===== src/rtl/axi_pkg.sv =====
// Shared AXI3 channel widths, payload types and fixed IDs for the read-path
// arbitration logic.
package axi_pkg;

  localparam int AXI_ADDR_W  = 32;
  localparam int AXI_DATA_W  = 32;
  localparam int AXI_LEN_W   = 4;
  localparam int AXI_SIZE_W  = 3;
  localparam int AXI_BURST_W = 2;
  localparam int AXI_RESP_W  = 2;
  localparam int AXI_LOCK_W  = 2;
  localparam int AXI_CACHE_W = 4;
  localparam int AXI_PROT_W  = 3;
  localparam int AXI_ID_W    = 4;

  typedef logic [AXI_ADDR_W-1:0]  addr_t;
  typedef logic [AXI_DATA_W-1:0]  data_t;
  typedef logic [AXI_LEN_W-1:0]   len_t;
  typedef logic [AXI_SIZE_W-1:0]  size_t;
  typedef logic [AXI_BURST_W-1:0] burst_t;
  typedef logic [AXI_RESP_W-1:0]  resp_t;
  typedef logic [AXI_ID_W-1:0]    id_t;

  localparam burst_t AXI_BURST_FIXED = 2'b00;
  localparam burst_t AXI_BURST_INCR  = 2'b01;
  localparam burst_t AXI_BURST_WRAP  = 2'b10;
  localparam resp_t  AXI_RESP_OKAY   = 2'b00;

  // Upstream master slots as seen on m_arid by the top-level port.
  localparam id_t AXI_ID_ICACHE   = 4'd0;
  localparam id_t AXI_ID_DCACHE   = 4'd1;
  localparam id_t AXI_ID_UNCACHED = 4'd2;

  typedef struct packed {
    addr_t  addr;
    len_t   len;
    size_t  size;
    burst_t burst;
  } ar_req_t;

  typedef enum logic {
    AR_EMPTY = 1'b0,
    AR_FULL  = 1'b1
  } ar_stage_e;

  function automatic int unsigned cnt_width(input int unsigned max_outs);
    return $clog2(max_outs + 1);
  endfunction

endpackage


===== src/rtl/axi_read_rr_arbit_rr_arbiter.sv =====
// Combinational round-robin picker: search starts one past ptr and wraps,
// first requester found wins.
module rr_arbiter #(
  parameter int N  = 2,
  parameter int IW = (N > 1) ? $clog2(N) : 1
) (
  input  logic [N-1:0]  req,
  input  logic [IW-1:0] ptr,
  output logic [N-1:0]  grant,
  output logic [IW-1:0] idx,
  output logic          any
);

  logic [IW-1:0] j;

  always_comb begin
    grant = '0;
    idx   = '0;
    any   = 1'b0;
    j     = '0;
    for (int unsigned k = 1; k <= N; k++) begin
      j = IW'((32'(ptr) + k) % N);
      if (!any && req[j]) begin
        grant[j] = 1'b1;
        idx      = j;
        any      = 1'b1;
      end
    end
  end

endmodule


===== src/rtl/axi_read_rr_arbit.sv =====
// N-master AXI3 read arbiter: round-robin AR grant into a one-entry output
// register, per-master outstanding-burst limits, R demux by ID.
module axi_read_rr_arbit
  import axi_pkg::*;
#(
  parameter int NUM_M    = 2,
  parameter int ID_W     = 4,
  parameter int MAX_OUTS = 4
) (
  input  logic                          clk,
  input  logic                          rst,
  input  logic [NUM_M*AXI_ADDR_W-1:0]   s_araddr,
  input  logic [NUM_M*AXI_LEN_W-1:0]    s_arlen,
  input  logic [NUM_M*AXI_SIZE_W-1:0]   s_arsize,
  input  logic [NUM_M*AXI_BURST_W-1:0]  s_arburst,
  input  logic [NUM_M-1:0]              s_arvalid,
  output logic [NUM_M-1:0]              s_arready,
  output logic [NUM_M*AXI_DATA_W-1:0]   s_rdata,
  output logic [NUM_M*AXI_RESP_W-1:0]   s_rresp,
  output logic [NUM_M-1:0]              s_rlast,
  output logic [NUM_M-1:0]              s_rvalid,
  input  logic [NUM_M-1:0]              s_rready,
  output logic [ID_W-1:0]               m_arid,
  output logic [AXI_ADDR_W-1:0]         m_araddr,
  output logic [AXI_LEN_W-1:0]          m_arlen,
  output logic [AXI_SIZE_W-1:0]         m_arsize,
  output logic [AXI_BURST_W-1:0]        m_arburst,
  output logic [AXI_LOCK_W-1:0]         m_arlock,
  output logic [AXI_CACHE_W-1:0]        m_arcache,
  output logic [AXI_PROT_W-1:0]         m_arprot,
  output logic                          m_arvalid,
  input  logic                          m_arready,
  input  logic [ID_W-1:0]               m_rid,
  input  logic [AXI_DATA_W-1:0]         m_rdata,
  input  logic [AXI_RESP_W-1:0]         m_rresp,
  input  logic                          m_rlast,
  input  logic                          m_rvalid,
  output logic                          m_rready
);

  localparam int IW = $clog2(NUM_M);
  localparam int CW = cnt_width(MAX_OUTS);

  ar_stage_e       state_q, state_d;
  ar_req_t         ar_q, req_sel;
  logic [ID_W-1:0] arid_q;
  logic [IW-1:0]   ptr, gidx;
  logic [NUM_M-1:0] elig, grant, inc, dec;
  logic            any_grant, free, accept, rid_ok, bad_rid;
  logic [CW-1:0]   outs [NUM_M];

  rr_arbiter #(
    .N  (NUM_M),
    .IW (IW)
  ) u_rr (
    .req   (elig),
    .ptr   (ptr),
    .grant (grant),
    .idx   (gidx),
    .any   (any_grant)
  );

  // A full stage can still take a new request in the cycle it is drained.
  assign free      = (state_q == AR_EMPTY) || m_arready;
  assign accept    = any_grant && free && !rst;
  assign s_arready = accept ? grant : '0;
  assign inc       = accept ? grant : '0;

  always_comb begin
    req_sel = '0;
    for (int unsigned i = 0; i < NUM_M; i++) begin
      if (grant[i]) begin
        req_sel.addr  = s_araddr[i*AXI_ADDR_W +: AXI_ADDR_W];
        req_sel.len   = s_arlen[i*AXI_LEN_W +: AXI_LEN_W];
        req_sel.size  = s_arsize[i*AXI_SIZE_W +: AXI_SIZE_W];
        req_sel.burst = s_arburst[i*AXI_BURST_W +: AXI_BURST_W];
      end
    end
  end

  always_ff @(posedge clk) begin
    if (rst) state_q <= AR_EMPTY;
    else     state_q <= state_d;
  end

  always_comb begin
    state_d = state_q;
    case (state_q)
      AR_EMPTY: if (accept) state_d = AR_FULL;
      AR_FULL:  if (m_arready && !accept) state_d = AR_EMPTY;
      default:  state_d = AR_EMPTY;
    endcase
  end

  always_ff @(posedge clk) begin
    if (rst) begin
      ar_q   <= '0;
      arid_q <= '0;
      ptr    <= IW'(NUM_M - 1);
    end else if (accept) begin
      ar_q   <= req_sel;
      arid_q <= ID_W'(gidx);
      ptr    <= gidx;
    end
  end

  assign m_arvalid = (state_q == AR_FULL);
  assign m_arid    = arid_q;
  assign m_araddr  = ar_q.addr;
  assign m_arlen   = ar_q.len;
  assign m_arsize  = ar_q.size;
  assign m_arburst = ar_q.burst;
  assign m_arlock  = '0;
  assign m_arcache = '0;
  assign m_arprot  = '0;

  assign s_rdata = {NUM_M{m_rdata}};
  assign s_rresp = {NUM_M{m_rresp}};
  assign s_rlast = {NUM_M{m_rlast}};
  assign rid_ok  = (m_rid < ID_W'(NUM_M));

  // Unknown IDs default to m_rready=1 so a stray beat can never wedge the bus.
  always_comb begin
    s_rvalid = '0;
    m_rready = 1'b1;
    dec      = '0;
    for (int unsigned i = 0; i < NUM_M; i++) begin
      if (m_rid == ID_W'(i)) begin
        s_rvalid[i] = m_rvalid;
        m_rready    = s_rready[i];
        dec[i]      = m_rvalid && s_rready[i] && m_rlast;
      end
    end
  end

  always_ff @(posedge clk) begin
    if (rst)                     bad_rid <= 1'b0;
    else if (m_rvalid && !rid_ok) bad_rid <= 1'b1;
  end

  for (genvar i = 0; i < NUM_M; i++) begin : g_outs
    logic [CW-1:0] cnt;

    always_ff @(posedge clk) begin
      if (rst)                                cnt <= '0;
      else if (inc[i] && !dec[i])             cnt <= cnt + 1'b1;
      else if (dec[i] && !inc[i] && cnt != '0) cnt <= cnt - 1'b1;
    end

    assign outs[i] = cnt;
    assign elig[i] = s_arvalid[i] && (cnt < CW'(MAX_OUTS));

    a_no_dec_at_zero: assert property (@(posedge clk) disable iff (rst)
      !(dec[i] && !inc[i] && cnt == '0));
  end

  a_bad_rid_sticky: assert property (@(posedge clk) disable iff (rst)
    bad_rid |=> bad_rid);

  a_ar_stable: assert property (@(posedge clk) disable iff (rst)
    (m_arvalid && !m_arready) |=> (m_arvalid && $stable(m_araddr) && $stable(m_arid)));

endmodule


===== config.mk =====
export PLATFORM = sky130hd
export DESIGN_NAME = axi_read_rr_arbit
export DESIGN_NICKNAME = d
export VERILOG_FILES = /design/src/rtl/axi_pkg.sv /design/src/rtl/axi_read_rr_arbit_rr_arbiter.sv /design/src/rtl/axi_read_rr_arbit.sv
export SDC_FILE = /design/constraint.sdc
export NUM_CORES = 1
export LEC_CHECK = 0
export CAP_MARGIN = 20
export CORE_AREA = 2 2 101 103
export CTS_BUF_LIST = sky130_fd_sc_hd__clkbuf_16
export DETAILED_ROUTE_END_ITERATION = 12
export DIE_AREA = 0 0 103 105
export PLACE_DENSITY = 0.81
export SETUP_SLACK_MARGIN = 0.3
export SLEW_MARGIN = 20
export SYNTH_ARGS = -nofsm -noshare
export SYNTH_HDL_FRONTEND = slang
export SYNTH_SLANG_ARGS = --single-unit

===== constraint.sdc =====
create_clock -name clk -period 3.4 [get_ports clk]
set_clock_uncertainty 0.05 [all_clocks]
set_input_delay 0.34 -clock clk [delete_from_list [all_inputs] [get_ports clk]]
set_output_delay 0.34 -clock clk [all_outputs]
set_load 0.03 [all_outputs]

==> reports/qor.log, run 1 <==
INFO  synthesis      synth-edff-count=0
INFO  cts            cts_sinks=50
INFO  place          place.gp.congestion=0.778
INFO  route          drtPass1Iterations=8
INFO  route          drtAntennaViolNets=0
INFO  cts            cts_htree_levels=2
INFO  worst_setup_path reg2reg_to=g_outs[0].cnt[2]$_SDFFE_PP0P_
INFO  worst_setup_path critical_path_maximum_fanout=46
INFO  synthesis      synth_top_flop_cell=sky130_fd_sc_hd__dfxtp_1
INFO  global_route   antenna_found_initial=0
INFO  route          drt_drc_violations_left=0
INFO  synthesis      yosysMostFrequentCell=sky130_fd_sc_hd__buf_4
INFO  synthesis      synthArstFlopShare=0
INFO  power_and_ir_drop leakagePower=1.40nW
INFO  cts            insertion_delay=0.29ns
INFO  synthesis      yosys_warnings=0
INFO  route          post_drt_wl_per_cell=17.1µm
INFO  global_route   grt_start_max_net_pins=47
INFO  floorplan      chipWidth=103µm
INFO  cts            clk_transition_reported_paths=0.07ns
INFO  min_path       hold_path_class=reg -> reg
INFO  min_path       holdCritStartpoint=m_arid[0]$_SDFFE_PP0N_
INFO  cts            total_clock_buffers_created_by_cts=5
INFO  final_layout   drive_gt1_frac=0.0443
INFO  synthesis      synth_top_area_share=0.369
INFO  synthesis      synth_compound_area_frac=0.177
INFO  synthesis      syn_area_per_cell=9.12µm²
INFO  run_status     status=completed
INFO  floorplan      row_count=36
INFO  synthesis      yosys.area_share.adder=0.0148
INFO  synthesis      syn_area=2710µm²
INFO  timing         finalCriticalPeriod=2.93ns
INFO  floorplan      die-height=105µm
INFO  timing         slew_headroom=0.629
INFO  worst_setup_path regToRegStartpoint=g_outs[0].cnt[2]$_SDFFE_PP0P_
INFO  cts            cts-root-buf=sky130_fd_sc_hd__clkbuf_16
INFO  power_and_ir_drop power.total=0.00160W
INFO  synthesis      yosys.area_share.simple=0.127
INFO  synthesis      post_synth_main_area_contributors=sky130_fd_sc_hd__dfxtp_1 37%, sky130_fd_sc_hd__buf_4 23%, sky130_fd_sc_hd__a222oi_1 15%
INFO  floorplan      dieArea=10800µm²
INFO  timing         timing.final.max_slew_violations=0
INFO  final_layout   nNetsFinal=491
INFO  timing         clock.fmax=0.342GHz
INFO  final_layout   finish.utilization=0.398
INFO  min_path       worst_hold_path.endpoint=m_arid[0]$_SDFFE_PP0N_
INFO  route          detailedRoute.firstIterationViolations=213
INFO  floorplan      coreArea=9640µm²
INFO  worst_setup_path worstSetupStartpoint=s_arvalid[0]
INFO  power_and_ir_drop p_per_area=416nW/µm²
INFO  final_layout   num-fill-cells=966
INFO  worst_setup_path timing.reg2reg.worst_path_depth=7
INFO  synthesis      largest_family_of_logic_cells_by_synthesized_area=buffers and inverters
INFO  cts            cts_post_setup_buffers_inserted=0
INFO  timing         unrepaired_setup_endpoints_after_global_routing=no
INFO  worst_setup_path cp_launch_type=primary input
INFO  route          avgViaCountPerCell=4.90
INFO  timing         hold_vio_cnt_final=0
INFO  worst_setup_path worstSetupEndpointType=output port
INFO  global_route   grt_pass1_vias=2351
INFO  final_layout   synthToLayoutAreaGrowth=41.7%
INFO  route          vias=2423
INFO  cts            clk_buf_depth=2
INFO  synthesis      synth_xor_area_frac=0.00646
INFO  min_path       whs_path_depth=2
INFO  synthesis      yosys.cell_types.count=32
INFO  cts            cts_hold_buffers=0
INFO  route          drt_wl_total=8.46mm
INFO  synthesis      ys_seq_area_frac=0.369
INFO  worst_setup_path criticalPathCategory=in -> out
INFO  power_and_ir_drop ir_drop=0.000193V
INFO  synthesis      netlist.top_cell.by_area=sky130_fd_sc_hd__dfxtp_1
INFO  synthesis      leading_cell_types_by_count_after_synthesis=82 x sky130_fd_sc_hd__buf_4, 50 x sky130_fd_sc_hd__dfxtp_1, 49 x sky130_fd_sc_hd__nor2_1
INFO  timing         final.period_utilization=0.861
INFO  worst_setup_path cp.required=3.01ns
INFO  synthesis      synth_seq_cells=50
INFO  floorplan      initial_utilization=0.281
INFO  cts            cts_resized=0
INFO  global_route   grt_overflow_total=0
INFO  synthesis      cell_count_after_synthesis=297
INFO  final_layout   antenna_cells_inserted=0
INFO  flow_run       reported_max_cap_violation_count=0
INFO  place          post-dp-hpwl=6.36mm
INFO  timing         fin_tns_setup=0ns
INFO  timing         finalSetupViolations=0
INFO  floorplan      io_pins=259
INFO  worst_setup_path rrSetupSlack=0.79ns
INFO  cts            tritoncts=done
INFO  place          port_buffers=144
INFO  synthesis      synthMuxAreaShare=0.0351
INFO  timing         max_slew.worst_pin.slew=0.557ns
INFO  global_route   first_pass_grt_wire_length=12.0mm
INFO  worst_setup_path cp.arrival=2.54ns
INFO  global_route   groute.usage.overall=0.143
-- worst max path at each step --
stage / cells past startpoint / slack [ns] / end
finish: 5 / 0.47 / s_arready[0]
CTS: 5 / 0.35 / s_arready[0]
floorplan: 9 / 0.29 / g_outs[0].cnt[2]$_SDFFE_PP0P_
global route: 5 / 0.35 / s_arready[0]
global placement: 5 / 0.41 / s_arready[0]
detailed placement: 8 / 0.34 / g_outs[0].cnt[2]$_SDFFE_PP0P_
-- placed cells by master, fill, tap and decap left out, types with 3 or more instances in the layout --
cell type,netlist,final
sky130_fd_sc_hd__clkdlybuf4s50_1,0,143
sky130_fd_sc_hd__dfxtp_1,50,50
sky130_fd_sc_hd__nor2_1,49,49
sky130_fd_sc_hd__a222oi_1,41,41
sky130_fd_sc_hd__conb_1,1,12
sky130_fd_sc_hd__nor2b_1,7,7
sky130_fd_sc_hd__nor3_1,6,6
sky130_fd_sc_hd__nand2_1,5,5
sky130_fd_sc_hd__mux2i_1,5,5
sky130_fd_sc_hd__clkbuf_16,0,5
sky130_fd_sc_hd__inv_1,3,3
-- sequential cells by signal, indices dropped and copies added (netlist names) --
signal and cells:
m_arid 1, m_araddr 32, m_arvalid 1, m_arburst 2
ptr 1, m_arsize 3, m_arlen 4, g_outs.cnt 6
-- cells by family after synthesis --
group	after synthesis
compound gates	50
fa+ha+maj	2
buf+inv	106
flops	50
xor+xnor	2
other cells	1
mux	9
simple gates	77
-- cell type report --
class	instances	area, µm²	area share
Multi-Input combinational cell	152	1040	0.271
Tap cell	133	166	0.0433
Timing Repair Buffer	148	1470	0.384
Sequential cell	50	1000	0.261
Clock buffer	5	125	0.0326
Clock inverter	3	21.3	0.00554
Inverter	3	11.3	0.00293
-- per-stage QoR --
step,std cells,hold WS [ns],setup slack [ns],instance area [µm²]
floorplan,308,0.436,0.293,2760
global placement,486,0.418,0.413,3690
detailed placement,486,0.437,0.335,3690
global route,494,0.476,0.348,3840
CTS,494,0.453,0.350,3830
finish,494,0.445,0.474,3840
-- routing by layer --
metal	wire (µm)	share of wire	global-route usage
met5	0	0	0
met4	124	0.015	0.0432
met3	1230	0.14	0.0776
met2	4150	0.49	0.250
met1	2960	0.35	0.143
-- where the power goes --
group,switching (W),leakage [nW],internal [W],total (W)
sequential,0.0000268,0.410,0.000628,0.000655
combinational,0.000220,0.915,0.000224,0.000444
clock,0.000224,0.0714,0.000273,0.000497
-- critical path: stages --
cell,delay (ns)
sky130_fd_sc_hd__clkdlybuf4s50_1,0.44
sky130_fd_sc_hd__nor2b_1,0.35
sky130_fd_sc_hd__o2111a_2,0.30
sky130_fd_sc_hd__buf_6,0.34
sky130_fd_sc_hd__clkdlybuf4s50_1,0.75
No activity file was read; power rests on OpenSTA's default activity.
==> run 2: changes to the inputs <==
- SETUP_SLACK_MARGIN: 0.3 -> default
==> reports/qor.log, run 2 (same netlist as run 1, synthesis figures left out) <==
INFO  floorplan      row_count=36 [unchanged]
INFO  cts            cts_hold_buffers=0 [unchanged]
INFO  power_and_ir_drop cellInternalPower=0.00113W [about the same]
INFO  route          met2_wirelength=4.42mm [was 4.15 mm]
INFO  route          drtPass1Iterations=6 [was 8]
INFO  power_and_ir_drop leakagePower=1.40nW [about the same]
INFO  final_layout   finish.utilization=0.397 [was 0.398]
INFO  timing         final.period_utilization=0.893 [was 0.861]
INFO  route          maxUsedRoutingLayer=met4 [unchanged]
INFO  timing         max_slew.worst_pin.slew=0.529ns [was 0.557 ns]
INFO  route          avgViaCountPerCell=4.92 [was 4.90]
INFO  worst_setup_path cp_launch_type=primary input [unchanged]
INFO  timing         timing.final.max_slew_violations=0 [unchanged]
INFO  route          post_drt_wl_per_cell=16.9µm [was 17.1 µm]
INFO  route          detailedRoute.firstIterationViolations=206 [was 213]
INFO  global_route   antenna_found_initial=0 [unchanged]
INFO  min_path       hold_path_class=in -> reg [was reg -> reg]
INFO  cts            cts_sinks=50 [unchanged]
INFO  power_and_ir_drop p_clk_frac=0.317 [was 0.311]
INFO  timing         finalSetupViolations=0 [unchanged]
INFO  worst_setup_path criticalPathCategory=in -> out [unchanged]
INFO  run_status     status=completed [unchanged]
INFO  timing         hold_vio_cnt_final=0 [unchanged]
INFO  route          drtAntennaViolNets=0 [unchanged]
INFO  cts            cts_resized=0 [unchanged]
INFO  power_and_ir_drop p_per_area=419nW/µm² [was 416 nW/µm²]
INFO  global_route   grt_overflow_total=0 [unchanged]
INFO  floorplan      initial_utilization=0.281 [unchanged]
INFO  route          vias=2435 [was 2423]
INFO  worst_setup_path rrSetupSlack=0.80ns [was 0.79 ns]
INFO  cts            cts-root-buf=sky130_fd_sc_hd__clkbuf_16 [unchanged]
INFO  place          post-dp-hpwl=6.41mm [was 6.36 mm]
INFO  timing         unrepaired_setup_endpoints_after_global_routing=no [unchanged]
INFO  route          drt_drc_violations_left=0 [unchanged]
INFO  place          port_buffers=144 [unchanged]
INFO  timing         slew_headroom=0.647 [was 0.629]
INFO  final_layout   synthToLayoutAreaGrowth=41.4% [was 41.7%]
INFO  timing         fin_tns_setup=0ns [unchanged]
INFO  timing         clock.fmax=0.329GHz [was 0.342 GHz]
INFO  floorplan      io_pins=259 [unchanged]
INFO  place          place.gp.congestion=0.732 [was 0.778]
INFO  global_route   groute.usage.overall=0.143 [about the same]
INFO  final_layout   num-fill-cells=970 [was 966]
INFO  worst_setup_path worstSetupEndpointType=output port [unchanged]
INFO  power_and_ir_drop ir_drop=0.000222V [was 0.000193 V]
INFO  route          m1WireLength=2.89mm [was 2.96 mm]
INFO  floorplan      die-height=105µm [unchanged]
INFO  cts            clk_transition_reported_paths=0.07ns [about the same]
INFO  cts            cts_post_setup_buffers_inserted=0 [unchanged]
INFO  worst_setup_path cp.arrival=2.65ns [was 2.54 ns]
INFO  floorplan      dieArea=10800µm² [unchanged]
INFO  power_and_ir_drop power.sequential.fraction=0.408 [was 0.410]
INFO  final_layout   largest_register_ffs=32 [unchanged]
INFO  flow_run       reported_max_cap_violation_count=0 [unchanged]
INFO  final_layout   antenna_cells_inserted=0 [unchanged]
INFO  cts            clk_buf_depth=2 [unchanged]
INFO  power_and_ir_drop swShare=0.298 [was 0.295]
INFO  global_route   grt_start_max_net_pins=47 [unchanged]
INFO  route          drt_wl_total=8.35mm [was 8.46 mm]
INFO  timing         finalCriticalPeriod=3.04ns [was 2.93 ns]
INFO  worst_setup_path critical_path_maximum_fanout=46 [unchanged]
INFO  cts            tritoncts=done [unchanged]
INFO  cts            insertion_delay=0.29ns [about the same]
INFO  global_route   first_pass_grt_wire_length=12.2mm [was 12.0 mm]
INFO  cts            total_clock_buffers_created_by_cts=5 [unchanged]
INFO  final_layout   most_frequent_cells_in_the_layout=143 x sky130_fd_sc_hd__clkdlybuf4s50_1, 50 x sky130_fd_sc_hd__dfxtp_1, 49 x sky130_fd_sc_hd__nor2_1, 41 x sky130_fd_sc_hd__a222oi_1, 12 x sky130_fd_sc_hd__conb_1 [unchanged]
INFO  power_and_ir_drop share_comb_of_total_power=0.275 [was 0.278]
INFO  final_layout   nNetsFinal=492 [was 491]
INFO  global_route   grt_pass1_vias=2509 [was 2351]
INFO  final_layout   most_frequent_standard_cell_in_the_layout_excluding_fill_and_tap_cells=sky130_fd_sc_hd__clkdlybuf4s50_1 [unchanged]
INFO  final_layout   drive_gt1_frac=0.0497 [was 0.0443]
INFO  route          met3RoutedLength=979µm [was 1.23 mm]
INFO  timing         timing.hold.ws=0.405ns [was 0.445 ns]
INFO  cts            cts_htree_levels=2 [unchanged]
INFO  power_and_ir_drop switching_power=0.000478W [was 0.000471 W]
INFO  worst_setup_path cp.required=3.01ns [about the same]
INFO  floorplan      chipWidth=103µm [unchanged]
INFO  floorplan      coreArea=9640µm² [unchanged]
## run 2: changes by cell type in the layout (fill, tap and decap cells not counted), sizes merged
cell	before	now
clkinvlp	0	1
clkinv	3	1
inv	3	4
buf	5	6
## run 2: cell type report
class                           count  area (µm²)  area share
Clock buffer                        5         125      0.0327
Clock inverter                      3        25.0     0.00653
Inverter                            3        11.3     0.00294
Multi-Input combinational cell    152        1030       0.268
Sequential cell                    50        1000       0.261
Tap cell                          133         166      0.0434
Timing Repair Buffer              149        1470       0.385
## run 2: worst max-delay path, cell delays in order
cell and delay, ns:
sky130_fd_sc_hd__clkdlybuf4s50_1 0.39, sky130_fd_sc_hd__nor2b_1 0.17, sky130_fd_sc_hd__a2111oi_2 0.43, sky130_fd_sc_hd__buf_4 0.53, sky130_fd_sc_hd__clkdlybuf4s50_1 0.78
## run 2: worst paths after layout
path / depth (start not counted) / startpoint / endpoint
max: 5 / s_arvalid[0] / s_arready[1]
min: 2 / rst / m_araddr[16]$_SDFFE_PP0N_
max reg2reg: 7 / g_outs[0].cnt[2]$_SDFFE_PP0P_ / g_outs[1].cnt[2]$_SDFFE_PP0P_
min reg2reg: 2 / m_arid[0]$_SDFFE_PP0N_ / m_arid[0]$_SDFFE_PP0N_
## run 2: metrics by stage
| stage | setup WS [ns] | cell area (µm²) | total power, W | std cells |
|---|---|---|---|---|
| global route | 0.261 | 3830 | 0.00168 | 495 |
| floorplan | 0.194 | 2750 | 0.00105 | 308 |
| CTS | 0.369 | 3830 | 0.00163 | 495 |
| finish | 0.365 | 3830 | 0.00161 | 495 |
| global placement | 0.428 | 3680 | 0.00110 | 487 |
| detailed placement | 0.361 | 3680 | 0.00111 | 487 |
## run 2: metal layers
layer | vias to the layer above | track usage
li1 | 1116 | -
met1 | 1132 | 0.137
met2 | 180 | 0.279
met3 | 7 | 0.0562
met4 | 0 | 0.0310
met5 | - | 0
## run 2: power groups by stage
stage | Combinational [W] | Sequential (W) | Clock, W
global placement | 0.000433 | 0.000667 | 0
global route | 0.000474 | 0.000660 | 0.000550
floorplan | 0.000316 | 0.000735 | 0
CTS | 0.000445 | 0.000655 | 0.000534
finish | 0.000442 | 0.000656 | 0.000509
detailed placement | 0.000444 | 0.000668 | 0
